**config.mk**
```make
export PLATFORM = sky130hd
export DESIGN_NAME = mstage_hazard_unit
export DESIGN_NICKNAME = d
export VERILOG_FILES = /design/src/rtl/mstage_hazard_unit.sv
export SDC_FILE = /design/constraint.sdc
export NUM_CORES = 1
export LEC_CHECK = 0
export BUFFER_PORTS_ARGS = -buffer_cell sky130_fd_sc_hd__buf_2
export CORE_MARGIN = 2
export CORE_UTILIZATION = 30
export DETAILED_ROUTE_END_ITERATION = 8
export SYNTH_ARGS = -nofsm -noshare
export SYNTH_HDL_FRONTEND = slang
export SYNTH_SLANG_ARGS = --single-unit
```
**constraint.sdc**
```tcl
create_clock -name CLK -period 6.4 [get_ports CLK]
set_input_delay 0.96 -clock CLK [delete_from_list [all_inputs] [get_ports CLK]]
set_output_delay 0.96 -clock CLK [all_outputs]
set_load 0.02 [all_outputs]
```
**src/rtl/mstage_hazard_unit.sv**
```systemverilog
// Pipeline hazard controller for an N-stage in-order pipeline: occupancy tracking,
// stall/flush generation, redirect selection, drain-then-trap sequencing and bus timeout.
module mstage_hazard_unit #(
  parameter int NUM_STAGES = 3,
  parameter int EX_STAGE   = 1,
  parameter int MEM_STAGE  = NUM_STAGES - 1,
  parameter int XLEN       = 32,
  parameter int TIMEOUT_W  = 8
) (
  input  logic                       CLK,
  input  logic                       nRST,
  input  logic                       fetch_valid,
  input  logic                       i_mem_busy,
  input  logic                       dmem_access,
  input  logic                       d_mem_busy,
  input  logic                       halt,
  input  logic                       branch_redirect,
  input  logic                       ret,
  input  logic                       intr,
  input  logic [NUM_STAGES-1:0]      exc_valid,
  input  logic [NUM_STAGES*XLEN-1:0] stage_pc,
  input  logic                       priv_ack,
  output logic [NUM_STAGES-1:0]      valid,
  output logic [NUM_STAGES-1:0]      stall,
  output logic [NUM_STAGES-1:0]      flush,
  output logic                       fetch_en,
  output logic                       pc_en,
  output logic [1:0]                 npc_sel,
  output logic                       trap_req,
  output logic [XLEN-1:0]            trap_epc,
  output logic [2:0]                 trap_stage,
  output logic                       bus_timeout
);

  typedef enum logic [1:0] {RUN, DRAIN, TRAP} state_t;

  localparam logic [1:0] NPC_SEQ  = 2'b00;
  localparam logic [1:0] NPC_BR   = 2'b01;
  localparam logic [1:0] NPC_TRAP = 2'b10;
  localparam logic [1:0] NPC_RET  = 2'b11;

  // The counter pulses on the wait cycle that would carry it to all-ones.
  localparam logic [TIMEOUT_W-1:0] TMO_LAST = TIMEOUT_W'((1 << TIMEOUT_W) - 2);

  state_t state;
  state_t state_next;

  logic [NUM_STAGES-1:0] valid_q;
  logic [NUM_STAGES-1:0] valid_next;
  logic [NUM_STAGES-1:0] wait_src;
  logic [NUM_STAGES-1:0] stall_raw;
  logic [NUM_STAGES-1:0] stall_eff;
  logic [NUM_STAGES-1:0] flush_c;
  logic [NUM_STAGES-1:0] exc_hit;
  logic [NUM_STAGES-1:0] adv_in;
  logic [TIMEOUT_W-1:0]  tmo_cnt;
  logic [XLEN-1:0]       evt_pc;
  logic [2:0]            exc_k;
  logic [2:0]            old_k;
  logic [2:0]            drain_k;
  logic [2:0]            evt_k;
  logic [1:0]            npc_c;
  logic                  fetch_en_c;
  logic                  wait_any;
  logic                  exc_any;
  logic                  any_valid;
  logic                  drain_exc;
  logic                  older_latched;
  logic                  older_evt;
  logic                  evt;
  logic                  latch_en;
  logic                  pc_en_c;

  // A wait in any stage holds that stage and everything younger behind it.
  always_comb begin
    logic acc;
    fetch_en_c          = (state == RUN);
    wait_src            = '0;
    wait_src[0]         = i_mem_busy & fetch_en_c;
    wait_src[MEM_STAGE] = wait_src[MEM_STAGE] | (dmem_access & d_mem_busy);
    wait_any            = |wait_src;
    stall_raw           = '0;
    acc                 = 1'b0;
    for (int i = NUM_STAGES - 1; i >= 0; i--) begin
      acc          = acc | wait_src[i];
      stall_raw[i] = acc | halt | (state == TRAP);
    end
    if (state == DRAIN) stall_raw[0] = 1'b1;
  end

  always_comb begin
    exc_hit       = exc_valid & valid_q;
    exc_any       = |exc_hit;
    exc_k         = '0;
    old_k         = '0;
    any_valid     = 1'b0;
    drain_exc     = 1'b0;
    drain_k       = '0;
    older_latched = 1'b0;
    for (int i = 0; i < NUM_STAGES; i++) begin
      if (exc_hit[i]) exc_k = 3'(i);
      if (valid_q[i]) begin
        old_k     = 3'(i);
        any_valid = 1'b1;
      end
      if (i > int'(trap_stage)) begin
        if (valid_q[i]) older_latched = 1'b1;
        if (exc_hit[i]) begin
          drain_exc = 1'b1;
          drain_k   = 3'(i);
        end
      end
    end
  end

  // Event priority in RUN: exception, interrupt, xRET, branch redirect, sequential.
  always_comb begin
    flush_c    = '0;
    pc_en_c    = 1'b0;
    npc_c      = NPC_SEQ;
    state_next = state;
    latch_en   = 1'b0;
    evt        = 1'b0;
    evt_k      = '0;
    older_evt  = 1'b0;
    case (state)
      RUN: begin
        if (!halt) begin
          if (exc_any) begin
            evt   = 1'b1;
            evt_k = exc_k;
          end else if (intr && !wait_any && any_valid) begin
            evt   = 1'b1;
            evt_k = old_k;
          end else if (ret) begin
            for (int i = 0; i < NUM_STAGES; i++)
              if (i < int'(old_k)) flush_c[i] = 1'b1;
            pc_en_c = 1'b1;
            npc_c   = NPC_RET;
          end else if (branch_redirect) begin
            for (int i = 0; i < NUM_STAGES; i++)
              if (i < EX_STAGE) flush_c[i] = 1'b1;
            pc_en_c = 1'b1;
            npc_c   = NPC_BR;
          end else begin
            pc_en_c = ~stall_raw[0];
          end
        end
        if (evt) begin
          for (int i = 0; i < NUM_STAGES; i++) begin
            if (i <= int'(evt_k)) flush_c[i] = 1'b1;
            if (i > int'(evt_k) && valid_q[i]) older_evt = 1'b1;
          end
          latch_en   = 1'b1;
          state_next = (older_evt || d_mem_busy) ? DRAIN : TRAP;
        end
      end
      DRAIN: begin
        if (!halt) begin
          if (drain_exc) begin
            evt_k    = drain_k;
            latch_en = 1'b1;
            for (int i = 0; i < NUM_STAGES; i++)
              if (i <= int'(drain_k)) flush_c[i] = 1'b1;
          end else if (!older_latched && !d_mem_busy) begin
            state_next = TRAP;
          end
        end
      end
      TRAP: begin
        if (!halt && priv_ack) begin
          flush_c    = '1;
          pc_en_c    = 1'b1;
          npc_c      = NPC_TRAP;
          state_next = RUN;
        end
      end
      default: state_next = RUN;
    endcase
  end

  always_comb begin
    evt_pc = '0;
    for (int i = 0; i < NUM_STAGES; i++)
      if (3'(i) == evt_k) evt_pc = stage_pc[i*XLEN +: XLEN];
  end

  // A stage fed by a stalled or flushed neighbour takes a bubble.
  always_comb begin
    stall_eff  = stall_raw & ~flush_c;
    adv_in     = {valid_q[NUM_STAGES-2:0] & ~stall_eff[NUM_STAGES-2:0] & ~flush_c[NUM_STAGES-2:0],
                  fetch_valid};
    valid_next = valid_q;
    for (int i = 0; i < NUM_STAGES; i++) begin
      if (flush_c[i])         valid_next[i] = 1'b0;
      else if (!stall_raw[i]) valid_next[i] = adv_in[i];
    end
  end

  always_ff @(posedge CLK or negedge nRST) begin
    if (!nRST) begin
      state      <= RUN;
      valid_q    <= '0;
      trap_req   <= 1'b0;
      trap_epc   <= '0;
      trap_stage <= '0;
    end else begin
      state    <= state_next;
      valid_q  <= valid_next;
      trap_req <= (state_next == TRAP);
      if (latch_en) begin
        trap_epc   <= evt_pc;
        trap_stage <= evt_k;
      end
    end
  end

  always_ff @(posedge CLK or negedge nRST) begin
    if (!nRST) begin
      tmo_cnt     <= '0;
      bus_timeout <= 1'b0;
    end else if (wait_any) begin
      if (tmo_cnt == TMO_LAST) begin
        tmo_cnt     <= '0;
        bus_timeout <= 1'b1;
      end else begin
        tmo_cnt     <= tmo_cnt + 1'b1;
        bus_timeout <= 1'b0;
      end
    end else begin
      tmo_cnt     <= '0;
      bus_timeout <= 1'b0;
    end
  end

  assign valid    = valid_q;
  assign fetch_en = nRST & fetch_en_c;
  assign flush    = nRST ? flush_c : '0;
  assign stall    = nRST ? stall_eff : '0;
  assign pc_en    = nRST & pc_en_c;
  assign npc_sel  = nRST ? npc_c : NPC_SEQ;

endmodule

```
==> results by group <==
CTS
  • CTS tree: done
  • Root Buffer: clkbuf_8
  • Postcts setup bufs: 0
  • H-tree levels: 2
  • Sink Count: 49
  • CTS Buf Count: 5
  • CTS resizes: 0
  • Clock Latency Late Sink: 0.30 ns
  • Hold buffers post-CTS: 0
  • Reg clk slew, reported paths: 0.09 ns
  • Clock Tree Buf Depth: 2

Synthesis
  • Synthesized net count: 409
  • Count leader, synth: dfrtp_1
  • EDFF count, synth: 0
  • Seq cells post-synth: 49
  • Register area share after synthesis: 43.6%
  • Mapped cell area: 2820 sq um
  • Biggest area consumer among synthesized cells: dfrtp_1
  • Yosys warning count: 0
  • Top FF cell, synth: dfrtp_1
  • Xor/xnor cell area share of the yosys netlist: 1.87%
  • Largest cells by area after synthesis: dfrtp_1 (44%), mux2i_1 (8.5%), a22oi_1 (6.4%), o21ai_0 (6.2%), nand2b_1 (2.9%)
  • Share of cell area taken by muxes after synthesis: 8.53%
  • Synth unique cells: 49
  • Adder-Cell Fraction of Synth Area: 0.889%
  • Syn Inst Count: 297
  • Main combinational cell family by area after synthesis: compound AO/OA/AOI/OAI gates
  • Simple-gate share of the synthesized area: 16.4%
  • Syn avg cell area: 9.48 sq um
  • Commonest cells in the netlist: dfrtp_1 (49), o21ai_0 (35), a22oi_1 (24), mux2i_1 (24), nor2_1 (21)
  • Compound-Gate Fraction of Synth Area: 23.7%
  • Share of the synthesized area in the top cell type: 43.6%
  • Async S/R FF share, synth: 100%

Finish
  • Fin nets: 556
  • Fill count: 963
  • Non-Filler Instances: 555
  • Multi-input logic area: 1470 sq um
  • Layout area overhead: 33.9%
  • Layout cell share with drive strength beyond 1: 39.6%
  • Register Area: 1230 sq um
  • Antenna Cells: 0

Worst setup path
  • Setup Crit Path Kind: in -> out
  • Reg-to-reg startpoint: state[1]
  • Crit-path leading delay family: compound AO/OA/AOI/OAI gates
  • Critical path cell sequence: buf_2 -> a222oi_1 -> nand4b_1 -> a211oi_4 -> buf_4 -> nor2_1 -> and3_1 -> buf_2
  • Crit path depth: 8
  • Worst reg2reg path depth: 6
  • Worst R2R End: trap_epc[20]
  • Required time worst endpoint: 5.44 ns
  • Most common cell on crit path: buf_2
  • CP max FO: 26
  • Reg-to-reg slack, setup: 3.25 ns
  • CP max-delay cell: a222oi_1
  • CP bufs+invs: 3
  • WP data arrival: 3.14 ns
  • Startpoint types: input port
  • Crit. End Element: output pin
  • Largest stage delay on the critical path: 0.69 ns

Outcome
  • Run status: completed

Die
  • Core area: 9150 sq um
  • Die ar.: 10,200 sq um
  • Chip Height: 101 um
  • FP Rows: 35
  • Initial Util: 30.8%
  • # IOs: 160
  • Die span in x: 101 um

Pwr
  • Worst vdd ir: 0.000167 V
  • Leakage: 2.00 nW
  • Pwr Density: 411 nW/um^2

Drt
  • Number of vias per cell: 5.12
  • Post-route ant nets: 0
  • Drt total wl: 8160 um
  • DR iter-0 viols: 81
  • DRC: 0
  • DR vias: 2,839
  • Routed len/inst: 14.7 um
  • First-pass DRT Iterations: 4

Global route
  • GRT Util Overall: 16.1%
  • Vias in the first global route: 2,713
  • Initial antenna violation count: 0
  • First-pass GRT wire length: 13,100 um
  • Grt total ovfl: 0
  • Largest net degree at the start of global routing: 42

Timing
  • Pins over their slew limit: 0
  • Skew final: 0.00257 ns
  • Slew HR: 30.6%
  • Final Hold Violating Endpoints: 0
  • Min Clock Period, post-route: 4.10 ns
  • Setup TNS: 0 ns
  • Final Setup Violations: 0
  • Fmax: 244 MHz
  • Worst Tran Pin Value: 1.04 ns
  • Final Cycle Share: 64.0%
  • RSZ-0062 raised after global routing: false

Placement
  • DP Cell Count: 548
  • Final Wtd Congestion: 0.941
  • I/O Buffers: 158
  • HPWL after detailed placement: 6180 um

Worst hold path
  • Hold WC Path Type: reg -> reg
  • Worst Hold Depth: 2
  • Min-delay src: trap_epc[3]
  • Hold Path End: trap_epc[3]

Flow run
  • Total of max-cap violations: 0
cells in the final DEF, fill, tap and decap left out, types with 8 or more instances in the layout:
master and n:
o21ai_0 35, buf_2 158, a21oi_1 15, nand2_1 14, dfrtp_1 49, nor2_1 21, o22ai_1 8, nand2b_1 13
nor2b_1 8, mux2i_1 24, a22oi_1 24
per-stage QoR:
step,total power [mW],instance area (sq um),utilization (%),setup slack [ns],hold WS (ns)
floorplan,1.08,2820,-,2.89,0.468
CTS,1.57,3770,41.2,2.34,0.523
finish,1.55,3770,41.2,2.30,0.516
global route,1.67,3770,41.2,2.14,0.562
detailed placement,1.35,3660,40.0,2.34,0.502
global placement,1.34,3660,40.0,2.36,0.492
area by class of cell:
class | count | share of cell area, %
Tap cell | 111 | 3.69
Clock buffer | 5 | 1.83
Inverter | 4 | 0.398
Timing Repair Buffer | 161 | 21.6
Clock inverter | 2 | 0.930
Multi-Input combinational cell | 223 | 39.0
Sequential cell | 49 | 32.5
sequential cells by signal, summed over array words and instances, names as in the netlist:
signal and count:
trap_req 1, trap_stage 2, valid 3, trap_epc 32
state 2, bus_timeout 1, tmo_cnt 8
worst min-delay path, stage by stage, from the launching register on:
cell	delay (ns)
dfrtp_1	0.35
a22oi_1	0.07
o21ai_0	0.07
cells by family (layout without fill, tap and decap cells):
family	after synthesis	in the layout
AOI/OAI and AO/OA	104	104
and+or+nand+nor	86	86
DFF	49	49
buffers and inverters	25	172
muxes	24	24
xor gates and xnor gates	6	6
adders and majority gates	2	2
other	1	1
power by group:
part | internal [mW] | switching (mW) | total, mW | leakage, nW
sequential | 0.437 | 0.0980 | 0.535 | 0.624
clock | 0.114 | 0.102 | 0.216 | 0.0540
combinational | 0.313 | 0.487 | 0.800 | 1.32
worst max-delay path by stage:
| stage | startpoint | to | slack, ns |
|---|---|---|---|
| after global placement | exc_valid[2] | stall[2] | 2.36 |
| after global routing | exc_valid[2] | stall[2] | 2.14 |
| after detailed placement | exc_valid[2] | stall[2] | 2.34 |
| after CTS | exc_valid[2] | stall[2] | 2.34 |
| final | exc_valid[2] | stall[2] | 2.30 |
| after floorplan | exc_valid[2] | flush[2] | 2.89 |
per-layer routing:
layer / track usage, % / part of all wire, % / vias up
met1: 21.6 / 44 / 1330
met2: 26.1 / 47 / 123
li1: - / - / 1377
met3: 3.33 / 7.7 / 9
met4: 4.64 / 1.4 / 0
met5: 0 / 0 / -
No activity file was read; power rests on OpenSTA's default activity.
